===== config.mk =====
export PLATFORM = sky130hd
export DESIGN_NAME = uart_tx_fifo
export DESIGN_NICKNAME = d
export VERILOG_FILES = /design/src/rtl/uart_tx_fifo.sv
export SDC_FILE = /design/constraint.sdc
export NUM_CORES = 1
export LEC_CHECK = 0
export ABC_CLOCK_PERIOD_IN_PS = 3200
export CAP_MARGIN = 20
export CELL_PAD_IN_SITES_DETAIL_PLACEMENT = 1
export CELL_PAD_IN_SITES_GLOBAL_PLACEMENT = 1
export CORE_AREA = 5 5 81 98
export DETAILED_ROUTE_END_ITERATION = 12
export DIE_AREA = 0 0 86 103
export DONT_BUFFER_PORTS = 1
export GPL_ROUTABILITY_DRIVEN = 1
export HOLD_SLACK_MARGIN = 0.08
export PLACE_DENSITY_LB_ADDON = 0.3
export SYNTH_ARGS = -nofsm -noshare
export SYNTH_HDL_FRONTEND = slang
export SYNTH_SLANG_ARGS = --single-unit

===== constraint.sdc =====
create_clock -name clock -period 3.2 [get_ports clock]
set_input_delay 0.48 -clock clock [delete_from_list [all_inputs] [get_ports clock]]
set_output_delay 0.48 -clock clock [all_outputs]
set_load 0.02 [all_outputs]

===== src/rtl/uart_tx_fifo.sv =====
// Memory-mapped UART transmitter: bus writes fill a byte FIFO drained onto an 8N1 serial line.
// Define UART_TX_PARITY_EN to insert an even-parity bit after the data bits (8E1 frames).
module uart_tx_fifo #(
  parameter int unsigned clks_per_bit = 216,
  parameter int unsigned fifo_depth   = 2
) (
  input  logic        reset,
  input  logic        clock,
  input  logic        uart_valid,
  input  logic        uart_instr,
  input  logic [31:0] uart_addr,
  input  logic [31:0] uart_wdata,
  input  logic [3:0]  uart_wstrb,
  output logic [31:0] uart_rdata,
  output logic        uart_ready,
  output logic        uart_tx
);
  localparam int unsigned Entries = 1 << fifo_depth;
  localparam int unsigned CntW = (clks_per_bit > 0) ? $clog2(clks_per_bit + 1) : 1;
  localparam logic [CntW-1:0] CntMax = CntW'(clks_per_bit);
  localparam logic [fifo_depth:0] CountFull = (fifo_depth + 1)'(Entries);

  localparam logic [2:0] StIdle   = 3'd0;
  localparam logic [2:0] StStart  = 3'd1;
  localparam logic [2:0] StData   = 3'd2;
  localparam logic [2:0] StStop   = 3'd4;
`ifdef UART_TX_PARITY_EN
  localparam logic [2:0] StParity = 3'd3;
`endif

  logic [7:0]            mem_q [Entries];
  logic [fifo_depth-1:0] wptr_q, rptr_q;
  logic [fifo_depth:0]   count_q, count_d;
  logic [2:0]            state_q, state_d;
  logic [CntW-1:0]       cnt_q, cnt_d;
  logic [2:0]            bit_q, bit_d;
  logic [7:0]            shift_q, shift_d;
  logic                  tx_q, tx_d;
  logic                  ready_q;
  logic [31:0]           rdata_q, rdata_d;
`ifdef UART_TX_PARITY_EN
  logic                  par_q, par_d;
`endif

  logic full, empty, busy, req, hit, is_write, push_req, push, pop, ack, bit_done;
  logic unused_bits;

  assign unused_bits = ^{uart_addr[31:8], uart_wdata[31:8]};

  assign full     = (count_q == CountFull);
  assign empty    = (count_q == '0);
  assign busy     = (state_q != StIdle);
  // Master holds valid through the ack cycle; ignore it then so one request acks once.
  assign req      = uart_valid && !ready_q;
  assign hit      = !uart_instr && (uart_addr[7:0] == 8'h00);
  assign is_write = |uart_wstrb;
  assign push_req = req && hit && uart_wstrb[0];
  assign pop      = (state_q == StIdle) && !empty;
  assign push     = push_req && (!full || pop);
  assign ack      = req && (!push_req || push);
  assign bit_done = (cnt_q == CntMax);

  always_comb begin
    count_d = count_q;
    unique case ({push, pop})
      2'b10:   count_d = count_q + (fifo_depth + 1)'(1);
      2'b01:   count_d = count_q - (fifo_depth + 1)'(1);
      default: count_d = count_q;
    endcase
  end

  always_comb begin
    rdata_d = '0;
    if (ack && hit && !is_write) rdata_d = {29'b0, full, empty, busy};
  end

  always_comb begin
    state_d = state_q;
    cnt_d   = cnt_q;
    bit_d   = bit_q;
    shift_d = shift_q;
    tx_d    = 1'b1;
`ifdef UART_TX_PARITY_EN
    par_d   = par_q;
`endif
    case (state_q)
      StIdle: begin
        cnt_d = '0;
        bit_d = '0;
        if (!empty) begin
          shift_d = mem_q[rptr_q];
`ifdef UART_TX_PARITY_EN
          par_d   = ^mem_q[rptr_q];
`endif
          state_d = StStart;
        end
      end
      StStart: begin
        tx_d  = 1'b0;
        cnt_d = bit_done ? '0 : cnt_q + CntW'(1);
        if (bit_done) state_d = StData;
      end
      StData: begin
        tx_d  = shift_q[0];
        cnt_d = bit_done ? '0 : cnt_q + CntW'(1);
        if (bit_done) begin
          shift_d = {1'b0, shift_q[7:1]};
          bit_d   = bit_q + 3'd1;
          if (bit_q == 3'd7) begin
`ifdef UART_TX_PARITY_EN
            state_d = StParity;
`else
            state_d = StStop;
`endif
          end
        end
      end
`ifdef UART_TX_PARITY_EN
      StParity: begin
        tx_d  = par_q;
        cnt_d = bit_done ? '0 : cnt_q + CntW'(1);
        if (bit_done) state_d = StStop;
      end
`endif
      StStop: begin
        cnt_d = bit_done ? '0 : cnt_q + CntW'(1);
        if (bit_done) state_d = StIdle;
      end
      default: state_d = StIdle;
    endcase
  end

  // Storage is not reset; occupancy and pointers define what is valid.
  always_ff @(posedge clock) begin
    if (push) mem_q[wptr_q] <= uart_wdata[7:0];
  end

  always_ff @(posedge clock) begin
    if (!reset) begin
      wptr_q  <= '0;
      rptr_q  <= '0;
      count_q <= '0;
      state_q <= StIdle;
      cnt_q   <= '0;
      bit_q   <= '0;
      shift_q <= '0;
      tx_q    <= 1'b1;
      ready_q <= 1'b0;
      rdata_q <= '0;
`ifdef UART_TX_PARITY_EN
      par_q   <= 1'b0;
`endif
    end else begin
      if (push) wptr_q <= wptr_q + fifo_depth'(1);
      if (pop)  rptr_q <= rptr_q + fifo_depth'(1);
      count_q <= count_d;
      state_q <= state_d;
      cnt_q   <= cnt_d;
      bit_q   <= bit_d;
      shift_q <= shift_d;
      tx_q    <= tx_d;
      ready_q <= ack;
      rdata_q <= rdata_d;
`ifdef UART_TX_PARITY_EN
      par_q   <= par_d;
`endif
    end
  end

  assign uart_tx    = tx_q;
  assign uart_ready = ready_q;
  assign uart_rdata = rdata_q;

endmodule

==> results.md <==
* Status: finished clean
* Final non-filler cell area at 0.003366 sq mm
* H-tree levels at 3
* Post-DR wirelength/cell at 15.33 microns
* Number of synthesized register bits at 68
* Register Area at 0.001682 sq mm
* PD cells at 537.0 mW/mm^2
* WL final at 5747 microns
* Worst-Skew Late Latency at 340 ps
* Footprint of the multi-input gates at 0.001297 sq mm
* Distinct cells, synth at 47
* DIE WIDTH at 86 microns
* Largest net degree at the start of global routing at 17
* HPWL after DPL at 4075 microns
* Commonest cells post-synth: dfxtp_1 (36), edfxtp_1 (32), buf_4 (30), nor2_1 (18), nand2_1 (17)
* Post CTS Setup Buffer Count at 0
* Seq/Total Area, Yosys at 52.83%
* First-pass GRT wire length at 9390 microns
* Final nets at 362
* Setup violations, final at 0
* Worst min path class: in -> reg
* Area delta synth->final at 5.739%
* Slew Viols, Final at 0
* Vert. Die Dim at 103 microns
* Clock slew at reported path FFs at 80 ps
* Cells resized by post-CTS repair at 0
* Clock Skew at 9.597 ps
* Leakage at 1.208 nW
* Layout Utilization at 47.95%
* Slew margin rel. at 62.47%
* Pint at 1.386 mW
* # DRC at 0
* Clock power frac at 44.6%
* Final GP Congestion at 0.7543
* Maximum vdd drop at 0.4674 mV
* Req. time, crit path at 3470 ps
* Sinks on Clock Net at 68
* Filler cells at 780
* Switch Pwr at 0.4212 mW
* Initial antenna violation count at 0
* Worst EP arrival at 2880 ps
* 1st-iter DRT viols at 57
* Ys Warns at 0
* Sequential fraction of design power at 51.1%
* Routed Antenna Nets at 0
* Reg2Reg Setup Slack at 580 ps
* Share of cells above drive strength 1 at 10.88%
* Comb power frac at 4.2%
* GRT Residual Overflow at 0
* CTS tree: built
* FP Rows at 34
* Final worst path period share at 81.81%
* CP Capture Type: flip-flop
* Final setup TNS at 0 ps
* Unrepaired setup endpoints after global routing: no
* Vias in the first global route at 2017
* Max Root-Sink Buffers at 2
* Post-synthesis cell count at 281
* Diode count at 0
* CTS Hold Bufs at 0
* Top post-synthesis cells by area: edfxtp_1 (30%), dfxtp_1 (23%), buf_4 (7.1%)
* Core area at 0.007019 sq mm
* Top-area cell type share of the netlist area at 30.19%
* Crit path kind: reg -> reg
* Main synth FF type: dfxtp_1
* DP Area at 0.003137 sq mm
* Ys async rst share at 0%
* Via count at 2000
* I/O pin total at 106
* CP max FO at 7
* Clock period minus worst slack at 2618 ps
* CP startpoint kind: flip-flop
* Die ar. at 0.008858 sq mm
* Starting Density at 45.35%
* DRT Pass-1 Iters at 4
* Most common cell in the netlist: dfxtp_1
* Avg Cell Area, Syn at 11.33 sq um
* CTS root buffer: clkbuf_8
* CTS Buf Count at 9
* Synth area leader: edfxtp_1
* Post-synth EDFFs at 32
* Mean number of vias per cell at 5.333
* Slew at the pin closest to its max-slew limit at 562.2 ps
* Max Freq at 382.0 MHz
* Mapped Area at 0.003183 sq mm
* Max-Cap Viols at 0
* Sw Share at 23.31%
* Port bufs at 0
* Hold Vio Cnt, Final at 0
* Total Routing Usage GR at 13.77%
==> metrics by stage <==
step / setup WS (ps) / instances / hold WS (ps) / total power [mW]
final: 582.1 / 375 / 224.3 / 1.807
after global routing: 414.9 / 375 / 199.3 / 1.884
after CTS: 555.2 / 375 / 205.1 / 1.831
after detailed placement: 575.4 / 359 / 451.3 / 1.021
after global placement: 631.7 / 359 / 447.3 / 1.019
after floorplan: 754.4 / 309 / 431.7 / 1.037
==> power groups by stage <==
| stage | logic, mW | registers [mW] | clock network, mW |
|---|---|---|---|
| finish | 0.0766 | 0.924 | 0.807 |
| global route | 0.0840 | 0.926 | 0.874 |
| CTS | 0.0765 | 0.924 | 0.830 |
| detailed placement | 0.0765 | 0.944 | 0 |
| global placement | 0.0751 | 0.944 | 0 |
| floorplan | 0.0981 | 0.939 | 0 |
==> layer usage <==
metal	track usage [%]	part of all wire, %	vias up
li1	-	-	952
met1	15.85	42	981
met2	22.91	51	53
met3	4.476	5.6	14
met4	7.186	2.0	0
met5	0	0	-
==> kinds of logic (layout without fill, tap and decap cells) <==
family	Yosys count	after routing	share of synthesized area (%)
multiplexers	16	16	8.176
other	1	29	0.1178
XOR/XNOR	4	4	1.101
AND/OR/NAND/NOR	87	87	14.86
adder cells (fa/ha/maj)	10	10	4.167
AO/OA/AOI/OAI	44	44	9.041
buffers and inverters	51	27	9.709
flip-flops	68	68	52.83
==> layout make-up <==
type	instances	area share, %
repair buffers	1	0.2230
well taps	90	3.346
flip-flops and latches	68	49.96
multi-input cells	190	38.55
clock buffers	9	3.680
inverters	10	1.115
clock inverters	7	3.123
==> worst max-delay path, stage by stage (launching register included) <==
cell	delay, ps
dfxtp_1	360
or3b_2	500
o21a_1	260
and2_1	170
inv_1	50
ha_1	170
inv_1	60
fa_1	370
xor2_1	160
or3_1	300
a21oi_1	140
==> placed cells by master, fill, tap and decap left out, types with 2 or more instances in the layout <==
cell type,count
and2_1,3
conb_1,29
a21oi_1,13
nor4_1,3
nand3b_1,2
bufinv_16,2
nand2_1,17
and3_1,5
o21ai_0,9
nor3_1,4
o21a_1,5
nand4_1,5
mux4_2,8
inv_1,10
inv_6,3
mux2i_1,8
nand4b_1,2
or3b_1,2
xor2_1,3
dfxtp_1,36
o2bb2ai_1,7
nor2_1,18
a31oi_1,4
edfxtp_1,32
nor2b_1,3
clkbuf_8,9
nand3_1,12
ha_1,9
or3_1,2
nor3_2,2
==> worst paths after layout <==
kind	from	endpoint	cells past startpoint
worst max-delay path	count_q[2]	count_q[2]	10
worst min-delay path	uart_wdata[0]	mem_q[3][0]	0
worst min register to register	shift_q[4]	shift_q[4]	1
worst max register to register	count_q[2]	count_q[2]	10
==> flip-flops by register name (all words and copies together), names as in the netlist, 2 cells and up, named ones only <==
signal      cells
bit_q           3
cnt_q           8
count_q         3
mem_q          32
rptr_q          2
shift_q         8
state_q         3
uart_rdata      3
wptr_q          2
Note: power is estimated with default switching activity, not from simulation.
